[src/rtl/rv32i_regfile_write_arbiter.sv]
// Shares the single register-file write port between two writeback requesters.
// Each requester has a one-entry buffer, and a round-robin pointer picks which buffer drains.
module rv32i_regfile_write_arbiter #(
  parameter int NUM_OF_SETS    = 32,
  parameter int DATA_BUS_WIDTH = 32,
  localparam int AW            = $clog2(NUM_OF_SETS)
) (
  input  logic                      clk,
  input  logic                      rst,
  input  logic                      req0_valid,
  input  logic [AW-1:0]             req0_addr,
  input  logic [DATA_BUS_WIDTH-1:0] req0_data,
  output logic                      req0_ready,
  input  logic                      req1_valid,
  input  logic [AW-1:0]             req1_addr,
  input  logic [DATA_BUS_WIDTH-1:0] req1_data,
  output logic                      req1_ready,
  output logic                      rf_wr_enable,
  output logic [AW-1:0]             rf_wr_addr,
  output logic [DATA_BUS_WIDTH-1:0] rf_wr_data,
  output logic [NUM_OF_SETS-1:0]    pend_mask
);

  logic                      buf0_full_r, buf1_full_r;
  logic [AW-1:0]             buf0_addr_r, buf1_addr_r;
  logic [DATA_BUS_WIDTH-1:0] buf0_data_r, buf1_data_r;
  logic                      prio_r;
  logic                      grant0_s, grant1_s;
  logic                      acc0_s, acc1_s;

  function automatic logic [NUM_OF_SETS-1:0] onehot(input logic [AW-1:0] idx);
    logic [NUM_OF_SETS-1:0] v;
    v      = {NUM_OF_SETS{1'b0}};
    v[idx] = 1'b1;
    return v;
  endfunction

  // Grant decision from buffer occupancy and the round-robin pointer only
  always_comb begin
    grant0_s = 1'b0;
    grant1_s = 1'b0;
    case ({buf1_full_r, buf0_full_r})
      2'b01:   grant0_s = 1'b1;
      2'b10:   grant1_s = 1'b1;
      2'b11: begin
        grant0_s = ~prio_r;
        grant1_s = prio_r;
      end
      default: begin
        grant0_s = 1'b0;
        grant1_s = 1'b0;
      end
    endcase
  end

  assign req0_ready = ~buf0_full_r | grant0_s;
  assign req1_ready = ~buf1_full_r | grant1_s;
  assign acc0_s     = req0_valid & req0_ready;
  assign acc1_s     = req1_valid & req1_ready;

  // Write-port mux; everything is held at zero when no buffer is granted
  always_comb begin
    if (grant0_s) begin
      rf_wr_enable = 1'b1;
      rf_wr_addr   = buf0_addr_r;
      rf_wr_data   = buf0_data_r;
    end else if (grant1_s) begin
      rf_wr_enable = 1'b1;
      rf_wr_addr   = buf1_addr_r;
      rf_wr_data   = buf1_data_r;
    end else begin
      rf_wr_enable = 1'b0;
      rf_wr_addr   = {AW{1'b0}};
      rf_wr_data   = {DATA_BUS_WIDTH{1'b0}};
    end
  end

  // Bit 0 is forced low as x0 is never buffered
  always_comb begin
    pend_mask = {NUM_OF_SETS{1'b0}};
    if (buf0_full_r) begin
      pend_mask = pend_mask | onehot(buf0_addr_r);
    end else begin
      pend_mask = pend_mask;
    end
    if (buf1_full_r) begin
      pend_mask = pend_mask | onehot(buf1_addr_r);
    end else begin
      pend_mask = pend_mask;
    end
    pend_mask[0] = 1'b0;
  end

  // Buffer load/drain and round-robin pointer update
  always_ff @(posedge clk or posedge rst) begin
    if (rst) begin
      buf0_full_r <= 1'b0;
      buf1_full_r <= 1'b0;
      buf0_addr_r <= {AW{1'b0}};
      buf1_addr_r <= {AW{1'b0}};
      buf0_data_r <= {DATA_BUS_WIDTH{1'b0}};
      buf1_data_r <= {DATA_BUS_WIDTH{1'b0}};
      prio_r      <= 1'b0;
    end else begin
      if (acc0_s) begin
        // An accepted write to x0 completes the handshake but never occupies the buffer
        buf0_full_r <= (req0_addr != {AW{1'b0}});
        buf0_addr_r <= req0_addr;
        buf0_data_r <= req0_data;
      end else if (grant0_s) begin
        buf0_full_r <= 1'b0;
      end
      if (acc1_s) begin
        buf1_full_r <= (req1_addr != {AW{1'b0}});
        buf1_addr_r <= req1_addr;
        buf1_data_r <= req1_data;
      end else if (grant1_s) begin
        buf1_full_r <= 1'b0;
      end
      if (grant0_s) begin
        prio_r <= 1'b1;
      end else if (grant1_s) begin
        prio_r <= 1'b0;
      end
    end
  end

endmodule

[config.mk]
export PLATFORM = sky130hd
export DESIGN_NAME = rv32i_regfile_write_arbiter
export DESIGN_NICKNAME = d
export VERILOG_FILES = /design/src/rtl/rv32i_regfile_write_arbiter.sv
export SDC_FILE = /design/constraint.sdc
export NUM_CORES = 1
export LEC_CHECK = 0
export BUFFER_PORTS_ARGS = -buffer_cell sky130_fd_sc_hd__buf_2
export CORE_MARGIN = 2
export CORE_UTILIZATION = 48
export DETAILED_ROUTE_END_ITERATION = 10
export PLACE_DENSITY = 0.77
export SYNTH_ARGS = -nofsm -noshare
export SYNTH_HDL_FRONTEND = slang
export SYNTH_SLANG_ARGS = --single-unit
[constraint.sdc]
create_clock -name clk -period 7.4 [get_ports clk]
set_input_delay 1.48 -clock clk [delete_from_list [all_inputs] [get_ports clk]]
set_output_delay 1.48 -clock clk [all_outputs]
set_load 0.05 [all_outputs]
# [Word level (Yosys, flattened, before mapping)]
# Index checks and enable logic that the tools add are counted.
# W data, S select, Z words.
[word_totals] memories=0 inputBits=78 romBits=0 latch_bits=0 ram_bits=0 reg_bits=77 out_inout_bits=72
[op_classes] muxes=19 div_mod_pow=0 magnitude_cmp=4 add_sub_neg=0 n_bitwise=8 mul=0 reduce_logical=7 shifts=0 eq_ne=3
[ops] cell="$mux W32" count=4
[ops] cell="$or A32 B32 Y32" count=1
[ops] cell="$lt A5 B6 Y1 const B" count=2
[ops] cell="$demux W1 S5" count=2
[ops] cell="$ge A5 B1 Y1 const B" count=2
[ops] cell="$mux W5" count=2
[ops] cell="$reduce_bool A5 Y1" count=2
[ops] cell="$mux W1" count=9
[ops] cell="$reduce_bool A2 Y1" count=3
[ops] cell="$eq A2 B2 Y1 const B" count=2
[ops] cell="$pmux W1 S2" count=2
[ops] cell="$not A1 Y1" count=3
[ops] cell="$and A1 B1 Y1" count=2
[ops] cell="$eq A2 B1 Y1 const B" count=1
[ops] cell="$logic_and A1 B1 Y1" count=2
[ops] cell="$or A1 B1 Y1" count=2

# [Logic depth before layout (Yosys ltp)]
[depth] word_depth=7 mapped_depth=6 ltp_nobuf=3

# [Worst setup path after synthesis]
# Ideal clock, no wire load.
[synth_timing] path_type="register -> output" start="register buf1_addr_r[3]" end="output pend_mask[4]" arrival_ps=1835 n_path_buf=1 path_stages_with_launch=4 slack_ps=4085 path_cell_list="dfrtp_1 > clkbuf_1 > or3b_2 > o22ai_1"
[synth_via] elab_chain_len=6
[synth_lines] element="start, declared" line_no="25" rtl="logic [AW-1:0] buf0_addr_r, buf1_addr_r;"
[synth_lines] element="start signal, assigned" line_no="100" rtl="buf1_addr_r <= {AW{1'b0}};"
[synth_lines] element="start signal, assigned" line_no="115" rtl="buf1_addr_r <= req1_addr;"
[synth_lines] element="$lt A5 B6 Y1 (implied by the code) or $ge A5 B1 Y1 (tied branches)" line_no="34" rtl="v[idx] = 1'b1;"
[synth_lines] element="$logic_and A1 B1 Y1 (implied by the code)" line_no="34"
[synth_lines] element="$mux W1 (implied by the code)" line_no="34"
[synth_lines] element="$demux W1 S5 *" line_no="34"
[synth_lines] element="$or A32 B32 Y32 *" line_no="87" rtl="pend_mask = pend_mask | onehot(buf1_addr_r);"
[synth_lines] element="$mux W32 *" line_no="86" rtl="if (buf1_full_r) begin"
[synth_lines] element="end, declared" line_no="21" rtl="output logic [NUM_OF_SETS-1:0] pend_mask"
# Mark *: on every way between the ends. The rest lies on a longest branch, timed or not.

# [Final worst setup path]
[layout_timing] start="register buf1_full_r" end="output rf_wr_data[24]"
[layout_via] elab_chain_len=4
[layout_lines] element="start, declared" line_no="24" rtl="logic buf0_full_r, buf1_full_r;"
[layout_lines] element="start signal, assigned" line_no="114" rtl="buf1_full_r <= (req1_addr != {AW{1'b0}});"
[layout_lines] element="$eq A2 B2 Y1" line_no="42" rtl="case ({buf1_full_r, buf0_full_r})"
[layout_lines] element="$pmux W1 S2" line_no="42"
[layout_lines] element="$mux W32" line_no="67" rtl="end else if (grant1_s) begin"
[layout_lines] element="$mux W32 *" line_no="63" rtl="if (grant0_s) begin"
[layout_lines] element="end, declared" line_no="20" rtl="output logic [DATA_BUS_WIDTH-1:0] rf_wr_data,"
# Marks and branches as above.

==> results by group <==
Pwr
  – Sequential power share: 29.7%
  – P_sw: 1738 uW
  – Switching Fraction: 56.24%
  – Comb power frac: 58.9%
  – Pwr/cell area: 532.0 mW/mm2
  – Peak VDD IR: 0.2583 mV
  – Clock power share: 11.4%
  – Total power: 3090 uW
  – Leak: 0.002414 uW
  – Power Internal: 1352 uW

Placed design
  – Setup WS pre-CTS: 3401 ps
  – Port-buffer cells: 148
  – DP HPWL: 10,050 um
  – GP Congestion: roughly 0.90

Synthesis
  – Largest cells by area after synthesis: dfrtp_1 39%, o211ai_1 11%, nand2b_1 9.5%, a32o_1 7.5%, nand4b_1 6.6%
  – Count leader, synth: dfrtp_1
  – Top post-synthesis cells by count: 77 x dfrtp_1, 75 x nand2b_1, 74 x nand2_1, 74 x o211ai_1, 43 x clkbuf_1
  – Post-synth ARST share: 100.0%
  – Syn Inst Count: 553
  – Cell variety after synth: 27
  – Synth top area share: between 30% and 40%
  – Avg Cell Area, Syn: 8.912 um2
  – Post-Syn Nets: about 630
  – Yosys reg bits: slightly below 80
  – Number of synthesized flops with an enable pin: 0
  – Main synth FF type: dfrtp_1
  – Seq/Total Area, Yosys: 39.10%
  – Synth area leader: dfrtp_1
  – Mapped Area: 0.004928 mm2
  – Ys Warns: 0

STA
  – Worst setup margin: 3004 ps
  – Setup TNS: 0 ps
  – Final Hold Viols: 0
  – Final Setup Violations: 0
  – Layout Skew: 10.48 ps
  – Max Freq: about 230 MHz
  – Unrepaired setup endpoints after global routing: no
  – Slew margin rel.: 28.63%
  – Slew Limit Fails: 0
  – Tmin final: 4396 ps
  – Period utilization: 59.40%
  – Slew at the pin closest to its max-slew limit: 1071 ps

Clocking
  – Clk_lat worst skew: 350 ps
  – Sink Count: 77
  – Clk pin slew, worst setup/hold paths: around 80 ps
  – Num CTS Buffers: 9
  – Clock Tree Buf Depth: 2
  – H-tree depth: 3
  – CTS tree: yes
  – Clock root cell: clkbuf_8
  – Post-CTS sizing: 0
  – CTS hold repair buffers: 0
  – Setup Fix Bufs, Post-CTS: 0

Setup path
  – Critical Path Start Type: flop
  – Crit path max fanout: 67
  – R2R depth: 4
  – Worst path required time: 5920 ps
  – Crit path DAT: ~3000 ps
  – Critical path class: reg2out
  – Crit end category: primary output

Min path
  – Hold depth: 2
  – Hold crit path type: reg2reg

Final layout
  – Layout area overhead: 17.85%
  – Nets: 726
  – Fillers: 895
  – # diodes: 0
  – Layout cells sized above 1: between 20% and 30%

Route
  – DRC viols: 0
  – WL/cell: a little under 20 um
  – Detail Route Antenna Nets: 0
  – Final wirelength: 15,450 um
  – Starting DRT DRC Count: 582
  – Initial DRT Pass Iterations: 5
  – DR vias: 5,089
  – Via density: between 6 and 7

Global routing
  – First-pass GRT wire length: 24,360 um
  – GR Overflow Total: 0
  – GRT Total Usage: 27.17%
  – Number of global-route vias before repair: 4,626
  – Largest net degree at the start of global routing: 80
  – Initial antenna violation count: 0

Floorplan
  – Die X-Extent: 105.3 um
  – Core area: 0.009864 mm2
  – Die Height: 105.3 um
  – Die Footprint: about 0.011 mm2
  – Initial Util: about half
  – Std cell rows: 36
  – IO Count: 150

Outcome
  – Outcome: completed

Run
  – Maxcap violations: 0
==> logic make-up after synthesis <==
group | share of synthesized area (%)
AOI/OAI and AO/OA | 23.71
buffers and inverters | 6.372
DFF | 39.10
other | 0.07609
and+or+nand+nor | 30.74
==> stage by stage <==
| stage | cells | hold WS (ps) | instance area [um2] | util [%] |
|---|---|---|---|---|
| floorplan | 553 | 495.2 | 4928 | - |
| global placement | 770 | 515.0 | 5593 | 56.70 |
| detailed placement | 770 | 523.7 | 5593 | 56.70 |
| CTS | 786 | 545.9 | 5808 | 58.88 |
| global route | 786 | 581.4 | 5808 | 58.88 |
| finish | 786 | 547.6 | 5808 | 58.88 |
==> state kept, by name (all words and copies together) (netlist names) <==
signal and count:
buf1_full_r 1, prio_r 1, buf0_addr_r 5, buf0_data_r 32, buf1_data_r 32, buf0_full_r 1
buf1_addr_r 5
==> area by class of cell <==
type / instances / area (um2) / area share, %
clock buffers: 10 / 127.6 / 2.197
clock inverters: 6 / 87.58 / 1.508
inverters: 3 / 12.51 / 0.2154
multi-input cells: 402 / 2688 / 46.27
flip-flops and latches: 77 / 1933 / 33.28
well taps: 133 / 166.4 / 2.865
repair buffers: 155 / 793.3 / 13.66
==> power by group through the flow <==
stage / Clock [uW] / Sequential [uW] / Combinational (uW)
floorplan: 0 / 756 / 1530
global placement: 0 / 894 / 1780
detailed placement: 0 / 911 / 1800
CTS: 350 / 906 / 1810
global route: 369 / 948 / 1910
finish: 352 / 917 / 1820
==> critical path, stage by stage (launching register included) <==
cell,delay [ps]
dfrtp_4,710
buf_4,430
a21boi_4,850
a32o_1,280
buf_2,280
==> path summary, 6_finish.rpt <==
kind | start | end | slack, ps
setup / recovery | buf1_full_r | rf_wr_data[24] | 3000
hold / removal | buf0_data_r[24] | buf0_data_r[24] | 550
setup reg to reg | buf1_full_r | buf1_data_r[7] | 4940
hold reg to reg | buf0_data_r[24] | buf0_data_r[24] | 550
max in group asynchronous | rst | buf1_full_r | 5270
min in group asynchronous | rst | buf1_addr_r[4] | 1420
==> layer usage <==
metal  track usage (%)  vias to the layer above  wire length (um)
met4             9.619                        0               382
li1                  -                     2299                 -
met2             38.57                      255              6895
met1             41.65                     2504              6973
met3             4.143                       31              1195
met5                 0                        -                 0
==> layout by cell type (no fill, tap or decap), types with 10 or more instances in the layout <==
master / netlist / routed
a32o_1: 37 / 37
buf_2: 26 / 148
dfrtp_1: 77 / 74
nand2_1: 74 / 74
nand2b_1: 75 / 75
nand3b_1: 10 / 10
nand4_1: 37 / 37
nand4b_1: 37 / 37
o211ai_1: 74 / 74
o22ai_1: 31 / 31
Power figures use the tool's default switching activity.
